==> src/rtl/isa_pkg.sv <==
// Shared types and harness port map for the ISA I/O master.
package isa_pkg;

   typedef enum logic [2:0] {IDLE, SETUP, STROBE, WAIT, HOLD, RESP} state_t;

   localparam logic [9:0] SEG    = 10'h300;
   localparam logic [9:0] TIMER  = 10'h301;
   localparam logic [9:0] RST1   = 10'h302;
   localparam logic [9:0] RST2   = 10'h303;
   localparam logic [9:0] SER_TX = 10'h305;
   localparam logic [9:0] SER_RX = 10'h306;
   localparam logic [9:0] BTN    = 10'h310;
   localparam logic [9:0] CNT1   = 10'h320;
   localparam logic [9:0] CNT2   = 10'h321;

endpackage

==> src/rtl/isa_io_master_if.sv <==
// Command/response handshake plus ISA bus pins; master is the initiator view.
interface isa_io_master_if;
   logic       cmd_valid;
   logic       cmd_ready;
   logic       cmd_write;
   logic [9:0] cmd_addr;
   logic [7:0] cmd_wdata;
   logic       rsp_valid;
   logic       rsp_ready;
   logic [7:0] rsp_rdata;
   logic       rsp_timeout;
   logic [9:0] ab;
   logic       aen;
   logic       iow_n;
   logic       ior_n;
   logic [7:0] db_out;
   logic       db_oe;
   logic [7:0] db_in;
   logic       iochrdy;
   logic       busy;

   modport master (
      input  cmd_valid, cmd_write, cmd_addr, cmd_wdata, rsp_ready, db_in, iochrdy,
      output cmd_ready, rsp_valid, rsp_rdata, rsp_timeout, ab, aen, iow_n, ior_n,
             db_out, db_oe, busy
   );

   modport slave (
      output cmd_valid, cmd_write, cmd_addr, cmd_wdata, rsp_ready, db_in, iochrdy,
      input  cmd_ready, rsp_valid, rsp_rdata, rsp_timeout, ab, aen, iow_n, ior_n,
             db_out, db_oe, busy
   );
endinterface

==> src/rtl/isa_io_master_sync2.sv <==
// Two-flop synchronizer for the asynchronous iochrdy line.
module sync2 #(
   parameter logic RST_VAL = 1'b1
) (
   input  logic i_clk,
   input  logic i_rst_n,
   input  logic i_d,
   output logic o_q
);
   logic [1:0] r_sync;

   always_ff @(posedge i_clk) begin
      if (!i_rst_n) r_sync <= {2{RST_VAL}};
      else          r_sync <= {r_sync[0], i_d};
   end

   assign o_q = r_sync[1];
endmodule

==> src/rtl/isa_io_master.sv <==
// ISA 8-bit I/O cycle initiator: setup, strobe, iochrdy wait, hold, response.
module isa_io_master
   import isa_pkg::*;
#(
   parameter int SETUP_CYC   = 2,
   parameter int STROBE_CYC  = 6,
   parameter int HOLD_CYC    = 2,
   parameter int RDY_TIMEOUT = 64
) (
   input  logic              clk,
   input  logic              rst_n,
   isa_io_master_if.master   bus
);
   state_t     r_state, w_nxt;
   logic [7:0] r_cnt, w_cnt_nxt, w_cnt_inc;
   logic       r_dir;
   logic [9:0] r_ab;
   logic [7:0] r_db_out, r_rdata;
   logic       r_db_oe, r_aen, r_iow_n, r_ior_n;
   logic       r_rsp_valid, r_tmo, r_cmd_ready, r_busy;
   logic       w_rdy, w_accept, w_cap, w_tmo, w_dir, w_strb, w_cyc;

   sync2 #(.RST_VAL(1'b1)) u_rdy_sync (
      .i_clk   (clk),
      .i_rst_n (rst_n),
      .i_d     (bus.iochrdy),
      .o_q     (w_rdy)
   );

   assign w_accept  = bus.cmd_valid && r_cmd_ready;
   assign w_cnt_inc = (r_cnt == 8'hFF) ? r_cnt : r_cnt + 8'd1;
   assign w_dir     = w_accept ? bus.cmd_write : r_dir;

   always_comb begin
      w_nxt     = r_state;
      w_cnt_nxt = w_cnt_inc;
      w_cap     = 1'b0;
      w_tmo     = 1'b0;
      case (r_state)
         IDLE: begin
            w_cnt_nxt = 8'd0;
            if (w_accept) w_nxt = SETUP;
         end
         SETUP: if (r_cnt == 8'(SETUP_CYC - 1)) begin
            w_nxt     = STROBE;
            w_cnt_nxt = 8'd0;
         end
         STROBE: if (r_cnt == 8'(STROBE_CYC - 1)) begin
            w_cnt_nxt = 8'd0;
            w_nxt     = w_rdy ? HOLD : WAIT;
            w_cap     = w_rdy;
         end
         WAIT: begin
            // ready wins over timeout when both land on the same cycle
            if (w_rdy || r_cnt == 8'(RDY_TIMEOUT - 1)) begin
               w_nxt     = HOLD;
               w_cnt_nxt = 8'd0;
               w_cap     = 1'b1;
               w_tmo     = !w_rdy;
            end
         end
         HOLD: if (r_cnt == 8'(HOLD_CYC - 1)) begin
            w_nxt     = RESP;
            w_cnt_nxt = 8'd0;
         end
         RESP: begin
            w_cnt_nxt = 8'd0;
            if (bus.rsp_ready) w_nxt = IDLE;
         end
         default: w_nxt = IDLE;
      endcase
   end

   assign w_strb = (w_nxt == STROBE) || (w_nxt == WAIT);
   assign w_cyc  = !((w_nxt == IDLE) || (w_nxt == RESP));

   // Bus pins are registered from the next state so they change cleanly on the edge.
   always_ff @(posedge clk) begin
      if (!rst_n) begin
         r_state     <= IDLE;
         r_cnt       <= 8'd0;
         r_dir       <= 1'b0;
         r_ab        <= 10'd0;
         r_db_out    <= 8'd0;
         r_db_oe     <= 1'b0;
         r_aen       <= 1'b1;
         r_iow_n     <= 1'b1;
         r_ior_n     <= 1'b1;
         r_rsp_valid <= 1'b0;
         r_rdata     <= 8'd0;
         r_tmo       <= 1'b0;
         r_cmd_ready <= 1'b1;
         r_busy      <= 1'b0;
      end else begin
         r_state     <= w_nxt;
         r_cnt       <= w_cnt_nxt;
         if (w_accept) begin
            r_dir    <= bus.cmd_write;
            r_ab     <= bus.cmd_addr;
            r_db_out <= bus.cmd_write ? bus.cmd_wdata : 8'h00;
         end
         r_aen       <= !w_cyc;
         r_db_oe     <= w_cyc && w_dir;
         r_iow_n     <= !(w_strb && w_dir);
         r_ior_n     <= !(w_strb && !w_dir);
         r_rsp_valid <= (w_nxt == RESP);
         r_cmd_ready <= (w_nxt == IDLE);
         r_busy      <= (w_nxt != IDLE);
         if (w_cap) begin
            r_tmo   <= w_tmo;
            r_rdata <= r_dir ? 8'h00 : (w_tmo ? 8'hFF : bus.db_in);
         end
      end
   end

   assign bus.cmd_ready   = r_cmd_ready;
   assign bus.rsp_valid   = r_rsp_valid;
   assign bus.rsp_rdata   = r_rdata;
   assign bus.rsp_timeout = r_tmo;
   assign bus.ab          = r_ab;
   assign bus.aen         = r_aen;
   assign bus.iow_n       = r_iow_n;
   assign bus.ior_n       = r_ior_n;
   assign bus.db_out      = r_db_out;
   assign bus.db_oe       = r_db_oe;
   assign bus.busy        = r_busy;
endmodule

==> src/flat_wrapper.sv <==
// flat-port wrapper written by rule: the top's interface ports become plain ports
module isa_io_master_flat import isa_pkg::*;
#(
   parameter int SETUP_CYC   = 2,
   parameter int STROBE_CYC  = 6,
   parameter int HOLD_CYC    = 2,
   parameter int RDY_TIMEOUT = 64
)
  (clk, rst_n, bus_cmd_valid, bus_cmd_write, bus_cmd_addr, bus_cmd_wdata, bus_rsp_ready, bus_db_in, bus_iochrdy, bus_cmd_ready, bus_rsp_valid, bus_rsp_rdata, bus_rsp_timeout, bus_ab, bus_aen, bus_iow_n, bus_ior_n, bus_db_out, bus_db_oe, bus_busy);
  isa_io_master_if bus_i ();
  input  logic clk;
  input  logic rst_n;
  input wire logic [$bits(bus_i.cmd_valid)-1:0] bus_cmd_valid;
  input wire logic [$bits(bus_i.cmd_write)-1:0] bus_cmd_write;
  input wire logic [$bits(bus_i.cmd_addr)-1:0] bus_cmd_addr;
  input wire logic [$bits(bus_i.cmd_wdata)-1:0] bus_cmd_wdata;
  input wire logic [$bits(bus_i.rsp_ready)-1:0] bus_rsp_ready;
  input wire logic [$bits(bus_i.db_in)-1:0] bus_db_in;
  input wire logic [$bits(bus_i.iochrdy)-1:0] bus_iochrdy;
  output wire logic [$bits(bus_i.cmd_ready)-1:0] bus_cmd_ready;
  output wire logic [$bits(bus_i.rsp_valid)-1:0] bus_rsp_valid;
  output wire logic [$bits(bus_i.rsp_rdata)-1:0] bus_rsp_rdata;
  output wire logic [$bits(bus_i.rsp_timeout)-1:0] bus_rsp_timeout;
  output wire logic [$bits(bus_i.ab)-1:0] bus_ab;
  output wire logic [$bits(bus_i.aen)-1:0] bus_aen;
  output wire logic [$bits(bus_i.iow_n)-1:0] bus_iow_n;
  output wire logic [$bits(bus_i.ior_n)-1:0] bus_ior_n;
  output wire logic [$bits(bus_i.db_out)-1:0] bus_db_out;
  output wire logic [$bits(bus_i.db_oe)-1:0] bus_db_oe;
  output wire logic [$bits(bus_i.busy)-1:0] bus_busy;
  assign bus_i.cmd_valid = bus_cmd_valid;
  assign bus_i.cmd_write = bus_cmd_write;
  assign bus_i.cmd_addr = bus_cmd_addr;
  assign bus_i.cmd_wdata = bus_cmd_wdata;
  assign bus_i.rsp_ready = bus_rsp_ready;
  assign bus_i.db_in = bus_db_in;
  assign bus_i.iochrdy = bus_iochrdy;
  assign bus_cmd_ready = bus_i.cmd_ready;
  assign bus_rsp_valid = bus_i.rsp_valid;
  assign bus_rsp_rdata = bus_i.rsp_rdata;
  assign bus_rsp_timeout = bus_i.rsp_timeout;
  assign bus_ab = bus_i.ab;
  assign bus_aen = bus_i.aen;
  assign bus_iow_n = bus_i.iow_n;
  assign bus_ior_n = bus_i.ior_n;
  assign bus_db_out = bus_i.db_out;
  assign bus_db_oe = bus_i.db_oe;
  assign bus_busy = bus_i.busy;
  isa_io_master #(.SETUP_CYC(SETUP_CYC), .STROBE_CYC(STROBE_CYC), .HOLD_CYC(HOLD_CYC), .RDY_TIMEOUT(RDY_TIMEOUT)) u_core (.clk(clk), .rst_n(rst_n), .bus(bus_i));
endmodule
==> config.mk <==
export PLATFORM = sky130hd
export DESIGN_NAME = isa_io_master_flat
export DESIGN_NICKNAME = d
export VERILOG_FILES = /design/src/rtl/isa_pkg.sv /design/src/rtl/isa_io_master_if.sv /design/src/rtl/isa_io_master_sync2.sv /design/src/rtl/isa_io_master.sv /design/src/flat_wrapper.sv
export SDC_FILE = /design/constraint.sdc
export NUM_CORES = 1
export LEC_CHECK = 0
export ABC_AREA = 1
export ABC_CLOCK_PERIOD_IN_PS = 1900
export CAP_MARGIN = 20
export CORE_UTILIZATION = 46
export DETAILED_ROUTE_END_ITERATION = 6
export GPL_ROUTABILITY_DRIVEN = 0
export GPL_TIMING_DRIVEN = 1
export PLACE_DENSITY_LB_ADDON = 0.3
export SETUP_SLACK_MARGIN = 0.1
export SYNTH_ARGS = -nofsm -noshare
export SYNTH_HDL_FRONTEND = slang
export SYNTH_SLANG_ARGS = --single-unit
export TNS_END_PERCENT = 1
==> constraint.sdc <==
create_clock -name clk -period 1.9 [get_ports clk]
set_input_delay 0.285 -clock clk [delete_from_list [all_inputs] [get_ports clk]]
set_output_delay 0.285 -clock clk [all_outputs]
set_load 0.02 [all_outputs]
-- Word-level counts from Yosys, hierarchy flattened
Index checks and enable logic that the tools add are counted.
- $add $sub $neg: 1
- multipliers: 0
- divide/modulo/power cells: 0
- order comparisons: 0
- equality and inequality tests: 12
- shifts and indexed selects: 0
- multiplexer cells: 22
- bitwise gates (word level): 0
- reductions and logical operators: 17
- operators with widths (cell ; number):
    8-bit 2-to-1 mux ; 7
    8-bit one-hot mux with 4 select lines ; 1
    3-bit 2-to-1 mux ; 7
    3-bit one-hot mux with 6 select lines ; 1
    3-bit by 2-bit == test with 1-bit output (second input constant) ; 4
    3-bit == test (second input constant) ; 3
    8-bit by 1-bit adder with 8-bit output (second input constant) ; 1
    8-bit by 1-bit == test with 1-bit output (second input constant) ; 1
    8-bit by 3-bit == test with 1-bit output (second input constant) ; 1
    8-bit by 6-bit == test with 1-bit output (second input constant) ; 1
    8-bit == test (second input constant) ; 1
    3-bit zero test ; 2
    1-bit zero test ; 5
    1-bit 2-to-1 mux ; 5
    1-bit logical AND ; 4
    2-bit OR reduction ; 2
    3-bit by 1-bit == test with 1-bit output (second input constant) ; 1
    1-bit logical OR ; 3
    3-bit nonzero test ; 1
    1-bit one-hot mux with 2 select lines ; 1
- flip-flop bits (word level): 48
- latch bits: 0
- memory bits (writable): 0
- memory bits (read-only): 0
- bits of input ports: 32
- output and inout bits: 34
- logic and storage cells: 67
- memories kept: 0

-- Depth between registers and ports, before layout
- word-level depth: 8
- mapped depth: 12
- gate-level depth less buffers: 12

-- Modules after synthesis
A second synthesis with hierarchy kept.
- cell total of the unflattened synthesis: 258
- area total of the unflattened synthesis: 2011.9 µm²
- modules (own cells, without submodules) (module ; times used ; cells each ; area an instance (µm²)):
    isa_io_master ; 1 ; 252 ; 1956.9
    sync2 ; 1 ; 6 ; 55.1

-- Least setup slack after synthesis
OpenSTA, ideal clock, no wires.
- kind: flip-flop to flip-flop
- from: register u_core.r_cnt[0]
- to: register u_core.r_rdata[5] (netlist: u_core.bus.rsp_rdata[5])
- data arrival time: 1.351 ns
- path slack: 0.424 ns
- stages on the path, launching flop included: 12
- period minus slack after synthesis: 1.476 ns
- cell sequence: dfxtp_1 -> ha_1 -> nand2_1 -> inv_2 -> nand3_4 -> nand2_2 -> nand2_2 -> nand2_4 -> buf_6 -> or2_1 -> nand2_1 -> nor2_1
- cells in the longest elaborated chain, start to end: 6
- elaborated cells between the ends (all ways): 10
- those cells by class: eq/ne: 2; mux: 7; reduce/logical: 1
- RTL lines (what ; line ; text):
    from (decl) ; isa_io_master.sv:15 ; logic [7:0] r_cnt, w_cnt_nxt, w_cnt_inc;
    from (signal assigned) ; isa_io_master.sv:96 ; r_cnt <= w_cnt_nxt;
    8-bit by 6-bit == test with 1-bit output ; isa_io_master.sv:55 ; if (w_rdy || r_cnt == 8'(RDY_TIMEOUT - 1)) begin
    1-bit logical OR ; isa_io_master.sv:55 ;
    1-bit 2-to-1 mux ; isa_io_master.sv:55 ;
    1-bit 2-to-1 mux ; isa_io_master.sv:39 ; case (r_state)
    8-bit 2-to-1 mux (2 in series) ; isa_io_master.sv:111 ; r_rdata <= r_dir ? 8'h00 : (w_tmo ? 8'hFF : bus.db_in);
    to (signal assigned) ; isa_io_master.sv:111 ;
    to (decl) ; isa_io_master.sv:18 ; logic [7:0] r_db_out, r_rdata;
Several ways; a longest one is shown, not always the timed one.
A chain may end at the register's enable or synchronous reset.

-- Final worst setup path
- from: register u_core.r_cnt[0]
- to: register u_core.r_cnt[7]
- cells in the longest elaborated chain, start to end: 4
- elaborated cells between the ends (all ways): 11
- those cells by class: add/sub: 1; eq/ne: 4; mux: 5; reduce/logical: 1
- RTL lines (what ; line ; text):
    8-bit by 1-bit adder with 8-bit output (tied with other cells) ; isa_io_master.sv:31 ; assign w_cnt_inc = (r_cnt == 8'hFF) ? r_cnt : r_cnt + 8'd1;
    8-bit 2-to-1 mux / 1-bit logical OR (equally long branches) ; isa_io_master.sv:31, isa_io_master.sv:55 ;
    8-bit 2-to-1 mux (on tied branches) ; -- ;
    8-bit one-hot mux with 4 select lines * ; isa_io_master.sv:39 ;
Every way passes the cells marked *; elsewhere a longest branch is shown, timed or not.

==> reports/metrics.cfg <==
[status]
outcome = completed

[clock_network]
cts.sink_count = 48
clk_path_buf_depth = 2
postCtsHoldBufs = 0
clock_tree_root = sky130_fd_sc_hd__clkbuf_8
cts_htree_levels = 2
cts_tree = done
post_cts.resized_instances = 0
insertion_delay_ps = 300
cts.repair_timing.setup_buffer_count = 0
num_cts_buffers = 5
clock_slew_at_the_register_clock_pins_of_the_worst_setup_and_hold_paths_ps = 80

[synthesis]
syn_area_mm2 = 0.00207
synthDominantAreaCellType = sky130_fd_sc_hd__dfxtp_1
synth_top_area_share = 0.463
synth-seq-cells = 48
synthesis.nets = 310
yosysSeqAreaShare = 0.463
synthesis.yosys.warnings = 0
post_synth_num_cell_types = 26
area_contributors_post_synth = sky130_fd_sc_hd__dfxtp_1 46%, sky130_fd_sc_hd__nand2_1 11%, sky130_fd_sc_hd__nor2_1 9.8%, sky130_fd_sc_hd__o21ai_0 6.3%, sky130_fd_sc_hd__inv_1 3.8%
syn-mean-instance-area_um2 = 7.52
post_synth_inst_count = 276

[worst_setup_path]
worst-r2r-setup-slack_ps = 330
criticalPathCategory = reg2reg
critical-path-slowest-cell = sky130_fd_sc_hd__dfxtp_1
cp_startpoint_kind = register
crit_fanout = 8
cp.required_ps = 2090
cp.buffers_inverters = 1
setup.worst_path.end_class = register
cpLargestDelayFamily = simple AND/OR/NAND/NOR gates
crit_path_max_incr_delay_ps = 400
worst_r2r_startpoint = u_core.r_cnt[0]$_SDFF_PN0_
critPathLaunch = u_core.r_cnt[0]$_SDFF_PN0_
crit_chain = ha_1 -> nand2_1 -> nor2_4 -> inv_1 -> o21ai_1 -> nand3_1 -> o21ai_4 -> nor2_1
arrival_time_of_data_at_the_critical_path_endpoint_ps = 1750

[finish]
post_route_cells_drive_above_1_share = 0.121
layout.cells.most_common_list = 65 x sky130_fd_sc_hd__clkdlybuf4s50_1, 59 x sky130_fd_sc_hd__nand2_1, 54 x sky130_fd_sc_hd__nor2_1
final_nets = 380
final_common_cell = sky130_fd_sc_hd__clkdlybuf4s50_1
number_of_antenna_diodes = 0
syn_to_final_growth_pct = 38.3
fin_area_mm2 = 0.00287

[routing]
drt_wl_total_um = 4220
vias = 1902
drt.antenna.violating_nets = 0
detail_route.vias_per_cell = 4.77
drc = 0
post_drt_wl_per_cell_um = 10.6
drt_first_iter_violations = 57
drt-pass1-iter-count = 4

[timing]
totalNegativeSetupSlack_ps = 0
rsz_0062_raised_after_global_routing = false
period_needed_ps = 1570
actual_transition_at_the_worst_max_transition_pin_ps = 424
timing.clock.skew_ps = 6.51
finalCritPeriodShare = 0.825
final-max-slew-violation-count = 0
relSlewSlack = 0.717
finalSetupViolations = 0
max_freq_mhz = 638
hold_viol_final = 0

[floorplanning]
placementRows = 24
die_height_um = 69.2
floorplan.io_pins = 66
initial_utilization = 0.476
chipWidth_um = 69.2
core_region_mm2 = 0.00435
die-area_mm2 = 0.00478

[min_path]
min_path_type = reg2reg
min_from = u_core.u_rdy_sync.r_sync[0]$_SDFF_PN1_

[global_route]
pin_count_of_the_biggest_net_entering_global_routing = 19
grt_pass1_wl_um = 7650
first_global_vias = 1807
antenna_found_initial = 0
grtUsageTotal = 0.193
grt_remaining_overflow = 0

[placement]
port_buffers = 65
post_dp_cell_area_mm2 = 0.00278
dp.final_hpwl_um = 3040

[power]
power.static_leakage_nw = 1.17
ir_worst_vdd_mv = 0.494
power_density_mw_per_mm2 = 724

[run]
cap_violations = 0

[cell families after synthesis]
logic type      Yosys count  synth area share
simple gates            152             0.349
buf+inv                  32            0.0657
compound gates           40             0.102
xor+xnor                  2           0.00845
fa+ha+maj                 2            0.0121
flops                    48             0.463
[flip-flops by register name, summed over array words and instances (netlist names)]
name,flops
u_core.bus.ab,10
u_core.bus.aen,1
u_core.bus.busy,1
u_core.bus.cmd_ready,1
u_core.bus.db_oe,1
u_core.bus.db_out,8
u_core.bus.ior_n,1
u_core.bus.iow_n,1
u_core.bus.rsp_rdata,8
u_core.bus.rsp_timeout,1
u_core.bus.rsp_valid,1
u_core.r_cnt,8
u_core.r_dir,1
u_core.r_state,3
u_core.u_rdy_sync.r_sync,2
[layout make-up]
| cell class | count | area [um2] |
|---|---|---|
| fillers | 368 | 1490 |
| clock buffers | 5 | 68.8 |
| inverters | 26 | 97.6 |
| multi-input cells | 196 | 977 |
| well taps | 52 | 65.1 |
| flip-flops and latches | 48 | 961 |
| repair buffers | 69 | 681 |
| clock inverters | 3 | 18.8 |
[worst register-to-register path, stage by stage, from the launching register on]
cell and delay, ps:
sky130_fd_sc_hd__dfxtp_1 400, sky130_fd_sc_hd__ha_1 210, sky130_fd_sc_hd__nand2_1 110, sky130_fd_sc_hd__nor2_4 140, sky130_fd_sc_hd__inv_1 60, sky130_fd_sc_hd__o21ai_1 70, sky130_fd_sc_hd__nand3_1 120, sky130_fd_sc_hd__o21ai_4 270
sky130_fd_sc_hd__nor2_1 80
[cells in the mapped netlist]
cell type and instances:
sky130_fd_sc_hd__nand2_1 59, sky130_fd_sc_hd__nor2_1 54, sky130_fd_sc_hd__dfxtp_1 48, sky130_fd_sc_hd__o21ai_0 26, sky130_fd_sc_hd__inv_1 21, sky130_fd_sc_hd__a21oi_1 12
sky130_fd_sc_hd__nand3_1 12, sky130_fd_sc_hd__or2_2 8, sky130_fd_sc_hd__inv_2 5, sky130_fd_sc_hd__nand2_2 5, sky130_fd_sc_hd__clkbuf_1 4, sky130_fd_sc_hd__nor2_4 4
sky130_fd_sc_hd__ha_1 2, sky130_fd_sc_hd__nand2_4 2, sky130_fd_sc_hd__nand3_4 2, sky130_fd_sc_hd__or2_1 2, sky130_fd_sc_hd__buf_6 1, sky130_fd_sc_hd__dlymetal6s2s_1 1
sky130_fd_sc_hd__nand3_2 1, sky130_fd_sc_hd__nor3_2 1, sky130_fd_sc_hd__nor3_4 1, sky130_fd_sc_hd__nor4_1 1, sky130_fd_sc_hd__o21ai_1 1, sky130_fd_sc_hd__o21ai_4 1
sky130_fd_sc_hd__xnor2_1 1, sky130_fd_sc_hd__xor2_1 1
[final timing paths]
| check | endpoint | cells after the start |
|---|---|---|
| worst max-delay path | u_core.r_cnt[7]$_SDFF_PN0_ | 8 |
| worst max register to register | u_core.r_cnt[7]$_SDFF_PN0_ | 8 |
| worst min-delay path | u_core.u_rdy_sync.r_sync[1]$_SDFF_PN1_ | 1 |
| worst min register to register | u_core.u_rdy_sync.r_sync[1]$_SDFF_PN1_ | 1 |
[report_power, final]
| group | switching (mW) | internal [mW] |
|---|---|---|
| registers | 0.0325 | 1.06 |
| clock network | 0.334 | 0.257 |
| logic | 0.199 | 0.194 |
[layer usage]
metal	part of all wire	wire, um	GRT usage
met5	0	0	0
met4	0.013	55	0.0612
met3	0.084	355	0.0658
met2	0.44	1850	0.323
met1	0.46	1960	0.233
[metrics by stage]
step                      total power [mW]  hold WS (ps)   util  worst slack, ps  cells
after CTS                             2.10           422  0.659              313    399
after detailed placement              1.51           402  0.639              260    391
final                                 2.08           419  0.659              332    399
after global placement                1.51           399  0.639              298    391
after floorplan                       1.32           392      -              424    276
after global routing                  2.20           438  0.659              175    399
Power figures use the tool's default switching activity.
